[src/rtl/picomips_sw_driver.sv]
// picomips_sw_driver
// Drives a picoMIPS core through its switch/LED pins. One signed (x, y) pair
// is taken from a ready/valid host port, shown to the core on SW[7:0] with
// handshakes on SW[8], and the two signed results the core puts on LED are
// captured and returned with a one-cycle out_valid pulse.
//
// Parameters
//   HOLD_CYCLES  cycles each SW[8] level is held (32..255)
//   BOOT_CYCLES  cycles SW[9] (core run / active-low core reset) stays low
//                after nReset is released (1..15)
// Ports
//   Clock        rising-edge clock
//   nReset       asynchronous active-low reset
//   in_valid     host offers (in_x, in_y)
//   in_ready     block accepts a pair this cycle (high only when idle)
//   in_x, in_y   signed 8-bit input coordinates
//   SW[9:0]      [9] core run, [8] strobe, [7:0] data to the core
//   LED[7:0]     signed result bus from the core
//   out_valid    one-cycle pulse, out_x2/out_y2 freshly captured
//   out_x2/y2    captured signed results, held until the next capture
`timescale 1ns/1ps
module picomips_sw_driver #(
    parameter int unsigned HOLD_CYCLES = 40,
    parameter int unsigned BOOT_CYCLES = 4
) (
    input  logic       Clock,
    input  logic       nReset,
    input  logic       in_valid,
    output logic       in_ready,
    input  logic [7:0] in_x,
    input  logic [7:0] in_y,
    output logic [9:0] SW,
    input  logic [7:0] LED,
    output logic       out_valid,
    output logic [7:0] out_x2,
    output logic [7:0] out_y2
);

    localparam logic [3:0] ST_BOOT    = 4'd0;
    localparam logic [3:0] ST_IDLE    = 4'd1;
    localparam logic [3:0] ST_X_SETUP = 4'd2;
    localparam logic [3:0] ST_X_HI    = 4'd3;
    localparam logic [3:0] ST_X_LO    = 4'd4;
    localparam logic [3:0] ST_Y_SETUP = 4'd5;
    localparam logic [3:0] ST_Y_HI    = 4'd6;
    localparam logic [3:0] ST_Y_LO    = 4'd7;
    localparam logic [3:0] ST_R_HI    = 4'd8;
    localparam logic [3:0] ST_R_LO    = 4'd9;

    localparam logic [7:0] HOLD_LOAD = 8'(HOLD_CYCLES - 1);
    localparam logic [7:0] BOOT_LAST = 8'(BOOT_CYCLES - 1);

    logic [3:0] state_q, state_d;
    logic [7:0] cnt_q, cnt_d;
    logic [7:0] y_q, y_d;
    logic [7:0] data_q, data_d;
    logic       strobe_q, strobe_d;
    logic       run_q, run_d;
    logic       in_ready_q, in_ready_d;
    logic       out_valid_q, out_valid_d;
    logic [7:0] x2_q, x2_d;
    logic [7:0] y2_q, y2_d;
    logic       phase_done_s;
    logic [7:0] cnt_dec_s;

    // A hold phase ends once the down-counter has reached zero; it never wraps.
    assign phase_done_s = (cnt_q == 8'd0);
    assign cnt_dec_s    = phase_done_s ? 8'd0 : (cnt_q - 8'd1);

    // Next-state logic. Output registers are computed from the state being
    // entered so that every output is a flop with no input-to-output path.
    always_comb begin
        state_d     = state_q;
        cnt_d       = cnt_q;
        y_d         = y_q;
        data_d      = data_q;
        strobe_d    = strobe_q;
        run_d       = run_q;
        in_ready_d  = 1'b0;
        out_valid_d = 1'b0;
        x2_d        = x2_q;
        y2_d        = y2_q;
        case (state_q)
            ST_BOOT: begin
                // The boot counter counts up from the reset value of zero.
                if (cnt_q == BOOT_LAST) begin
                    state_d    = ST_IDLE;
                    cnt_d      = 8'd0;
                    run_d      = 1'b1;
                    in_ready_d = 1'b1;
                end else begin
                    cnt_d = cnt_q + 8'd1;
                end
            end
            ST_IDLE: begin
                if (in_valid && in_ready_q) begin
                    state_d  = ST_X_SETUP;
                    data_d   = in_x;
                    y_d      = in_y;
                    strobe_d = 1'b0;
                end else begin
                    in_ready_d = 1'b1;
                end
            end
            ST_X_SETUP: begin
                state_d  = ST_X_HI;
                cnt_d    = HOLD_LOAD;
                strobe_d = 1'b1;
            end
            ST_X_HI: begin
                if (phase_done_s) begin
                    state_d  = ST_X_LO;
                    cnt_d    = HOLD_LOAD;
                    strobe_d = 1'b0;
                end else begin
                    cnt_d = cnt_dec_s;
                end
            end
            ST_X_LO: begin
                if (phase_done_s) begin
                    state_d = ST_Y_SETUP;
                    data_d  = y_q;
                end else begin
                    cnt_d = cnt_dec_s;
                end
            end
            ST_Y_SETUP: begin
                state_d  = ST_Y_HI;
                cnt_d    = HOLD_LOAD;
                strobe_d = 1'b1;
            end
            ST_Y_HI: begin
                if (phase_done_s) begin
                    state_d  = ST_Y_LO;
                    cnt_d    = HOLD_LOAD;
                    strobe_d = 1'b0;
                end else begin
                    cnt_d = cnt_dec_s;
                end
            end
            ST_Y_LO: begin
                // The core shows x2 by the end of this phase.
                if (phase_done_s) begin
                    state_d  = ST_R_HI;
                    cnt_d    = HOLD_LOAD;
                    strobe_d = 1'b1;
                    x2_d     = LED;
                end else begin
                    cnt_d = cnt_dec_s;
                end
            end
            ST_R_HI: begin
                // The core shows y2 while the result strobe is high.
                if (phase_done_s) begin
                    state_d  = ST_R_LO;
                    cnt_d    = HOLD_LOAD;
                    strobe_d = 1'b0;
                    y2_d     = LED;
                end else begin
                    cnt_d = cnt_dec_s;
                end
            end
            ST_R_LO: begin
                if (phase_done_s) begin
                    state_d     = ST_IDLE;
                    cnt_d       = 8'd0;
                    in_ready_d  = 1'b1;
                    out_valid_d = 1'b1;
                end else begin
                    cnt_d = cnt_dec_s;
                end
            end
            default: begin
                state_d  = ST_BOOT;
                cnt_d    = 8'd0;
                run_d    = 1'b0;
                strobe_d = 1'b0;
                data_d   = 8'd0;
            end
        endcase
    end

    // State and output registers; reset discards any transaction in flight.
    always_ff @(posedge Clock or negedge nReset) begin
        if (!nReset) begin
            state_q     <= ST_BOOT;
            cnt_q       <= 8'd0;
            y_q         <= 8'd0;
            data_q      <= 8'd0;
            strobe_q    <= 1'b0;
            run_q       <= 1'b0;
            in_ready_q  <= 1'b0;
            out_valid_q <= 1'b0;
            x2_q        <= 8'd0;
            y2_q        <= 8'd0;
        end else begin
            state_q     <= state_d;
            cnt_q       <= cnt_d;
            y_q         <= y_d;
            data_q      <= data_d;
            strobe_q    <= strobe_d;
            run_q       <= run_d;
            in_ready_q  <= in_ready_d;
            out_valid_q <= out_valid_d;
            x2_q        <= x2_d;
            y2_q        <= y2_d;
        end
    end

    assign SW        = {run_q, strobe_q, data_q};
    assign in_ready  = in_ready_q;
    assign out_valid = out_valid_q;
    assign out_x2    = x2_q;
    assign out_y2    = y2_q;

endmodule

[config.mk]
export PLATFORM = sky130hd
export DESIGN_NAME = picomips_sw_driver
export DESIGN_NICKNAME = d
export VERILOG_FILES = /design/src/rtl/picomips_sw_driver.sv
export SDC_FILE = /design/constraint.sdc
export NUM_CORES = 1
export LEC_CHECK = 0
export BUFFER_PORTS_ARGS = -buffer_cell sky130_fd_sc_hd__buf_4
export CAP_MARGIN = 10
export CORE_MARGIN = 2
export CORE_UTILIZATION = 50
export DETAILED_ROUTE_END_ITERATION = 6
export PLACE_DENSITY = 0.85
export REMOVE_ABC_BUFFERS = 1
export SLEW_MARGIN = 20
export SYNTH_ARGS = -nofsm -noshare
export SYNTH_HDL_FRONTEND = slang
export SYNTH_SLANG_ARGS = --single-unit
[constraint.sdc]
create_clock -name Clock -period 2.35 [get_ports Clock]
set_input_delay 0.1175 -clock Clock [delete_from_list [all_inputs] [get_ports Clock]]
set_output_delay 0.1175 -clock Clock [all_outputs]
set_load 0.01 [all_outputs]
==> flow_metrics.py <==
metrics = {
    "run_status": {
        "status": "complete, no violations",
    },
    "logic_synthesis": {
        "yosys.area.top_type": "dfrtp_1",
        "synth_seq_cells": 48,
        "synth_enable_flop_cells": 0,
        "yosysSeqAreaShare": 0.448,
        "yosysWarnings": 0,
        "synth_ff_type": "dfrtp_1",
        "synthArstFlopShare": 1.00,
        "synthDistinctLibCells": 60,
        "synthesis.area_um2": 2680,
        "post-synth-top-count-cell": "dfrtp_1",
        "synth_top_area_share": 0.448,
        "synthCells": 245,
        "synth_commonest_cells": "dfrtp_1 (48), mux2_2 (33), a21oi_1 (15), nor2_1 (15), nand2_1 (13)",
        "synth_area_leaders": "dfrtp_1 (45%), mux2_2 (14%), a22o_1 (3.3%)",
        "avgSynthCellArea_um2": 10.9,
    },
    "sta": {
        "drv_slew": 0,
        "hold_violations": 0,
        "setup-violations-final": 0,
        "skew_ns": 0.00584,
        "worst_pin_slew_ns": 0.599,
        "rsz0062_at_grt": "false",
        "final.period_utilization": 0.938,
        "layout_min_cycle_time_ns": 2.20,
        "fmax_ghz": 0.454,
        "setup_slack_ns": 0.146,
        "setup_tns_ns": 0,
        "relSlewSlack": 0.601,
    },
    "clock_tree": {
        "clk_pin_slew_ns": 0.09,
        "clock_latency_ns": 0.30,
        "clockBufferDepth": 2,
        "numCtsBuffers": 5,
        "hold_buffers": 1,
        "root_buffer": "clkbuf_8",
        "htreeDepth": 2,
        "clkSinkCount": 48,
        "cts_post_setup_buffers_inserted": 0,
        "cts_resized": 0,
        "cts_tree": "yes",
    },
    "detailed_routing": {
        "first_iter_violations": 177,
        "antenna_left": 0,
        "drc": 0,
        "vias": 2174,
        "drt_wl_total_um": 6170,
        "avgRoutedWirePerCell_um": 16.4,
        "first_pass_iters": 4,
        "via_per_inst": 5.78,
    },
    "job": {
        "drv_cap": 0,
    },
    "critical_path": {
        "crit_start": "cnt_q[5]",
        "reg2reg_setup_slack_ns": 0.15,
        "reg2reg_depth": 5,
        "startpoint_type": "flop",
        "reg2reg_to": "in_ready",
        "worstPathRequired_ns": 2.58,
        "r2r_start": "cnt_q[5]",
        "crit_type": "flop to flop",
        "cp.arrival_ns": 2.44,
        "crit_path_end_kind": "flop",
        "cp-endpoint": "in_ready",
        "cp_max_fo": 7,
    },
    "pwr": {
        "p_int_mw": 2.52,
        "pwr_density_cell_nw_per_um2": 1320,
        "power_frac_seq": 0.346,
        "clockPowerShare": 0.116,
        "switching_share": 0.416,
        "combPwrFrac": 0.538,
        "ir_drop_uv": 679,
        "p_switching_mw": 1.80,
        "power.leakage_nw": 1.48,
    },
    "floorplanning": {
        "num_rows": 26,
        "start_util": 0.522,
        "fp.dieW_um": 77.2,
        "core_um2": 5140,
        "dieArea_um2": 5970,
        "io_pins": 55,
        "die_y_um": 77.2,
    },
    "grt": {
        "grt_use_total": 0.219,
        "grt_max_degree": 49,
        "antenna_found_initial": 0,
        "grt_pass1_vias": 2273,
        "grt_pass1_wl_um": 10500,
        "overflow": 0,
    },
    "placement": {
        "io_buffers": 54,
        "dp_hpwl_um": 4650,
        "place.gp.congestion": 0.938,
        "dp_worst_setup_slack_ns": 0.258,
        "place_inst": 367,
    },
    "layout": {
        "fin_cells": 376,
        "fillCellCount": 408,
        "drive_gt1_frac": 0.402,
        "areaGrowthSynthToFinish_pct": 21.9,
        "nets": 335,
        "n_antenna_cell": 0,
    },
    "min_path": {
        "hold_path_class": "input port to flop",
    },
}
power by group through the flow:
stage	combinational (mW)	sequential [mW]	clock, mW
3_5_place_dp	2.31	1.50	0
2_1_floorplan	1.39	1.57	0
3_3_place_gp	2.25	1.48	0
5_1_grt	2.54	1.54	0.545
6_report	2.32	1.49	0.500
4_1_cts	2.31	1.49	0.510
logic make-up after synthesis:
kind of cell / synth area share
mux: 0.142
xor+xnor: 0.0163
compound gates: 0.167
fa+ha+maj: 0.0140
flops: 0.448
simple gates: 0.165
buf+inv: 0.0480
worst min path at each step:
stage          startpoint        to  slack (ns)  depth (start not counted)
6_report          in_y[1]    y_q[1]        0.04                          2
5_1_grt           in_y[0]    y_q[0]        0.03                          2
4_1_cts           in_y[1]    y_q[1]        0.04                          2
3_3_place_gp       nReset  cnt_q[7]        0.16                          1
3_5_place_dp       nReset  cnt_q[7]        0.17                          1
2_1_floorplan      nReset  cnt_q[0]       -0.18                          0
stage by stage:
step | instance area [um^2] | hold slack (ns) | power, mW | utilization
3_5_place_dp | 3170 | 0.170 | 3.81 | 0.617
5_1_grt | 3270 | 0.0251 | 4.62 | 0.636
3_3_place_gp | 3170 | 0.163 | 3.73 | 0.617
4_1_cts | 3270 | 0.0363 | 4.31 | 0.636
2_1_floorplan | 2590 | -0.178 | 2.96 | -
6_report | 3270 | 0.0400 | 4.32 | 0.636
critical path, cell delays in order (launching register included):
cell and delay (ns):
dfrtp_1 0.48, nor4_4 0.47, buf_4 0.20, nand3_1 0.21, nor4b_1 0.58, nand3b_1 0.19
area by class of cell:
| type | count | area, um^2 | area share |
|---|---|---|---|
| inverters | 9 | 33.8 | 0.0103 |
| well taps | 70 | 87.6 | 0.0268 |
| clock buffers | 6 | 72.6 | 0.0222 |
| repair buffers | 67 | 505 | 0.155 |
| clock inverters | 2 | 16.3 | 0.00498 |
| multi-input cells | 174 | 1350 | 0.414 |
| flip-flops and latches | 48 | 1200 | 0.367 |
sequential cells by signal (all words and copies together) (netlist names):
register and count:
cnt_q 8, data_q 8, out_x2 8, out_y2 8
y_q 8, state_q 4, in_ready 1, out_valid 1
run_q 1, strobe_q 1
cells in the final DEF, fill, tap and decap left out, types with 5 or more instances in the layout:
cell      Yosys  final
a22o_1       10     10
dfrtp_1      48     48
clkbuf_8      1      5
nand2_1      13     13
o22ai_1       5      5
nand3_1       7      7
nor2_1       15     15
mux2_2       33     33
a21oi_1      15     15
inv_1         8      8
buf_4         3     66
metal layers:
| metal | global-route usage | vias to the layer above | wire length (um) |
|---|---|---|---|
| li1 | - | 1031 | - |
| met1 | 0.275 | 1055 | 2560 |
| met2 | 0.366 | 80 | 3070 |
| met3 | 0.0635 | 8 | 471 |
| met4 | 0.0643 | 0 | 71 |
| met5 | 0 | - | 0 |
Note: power is estimated with default switching activity, not from simulation.
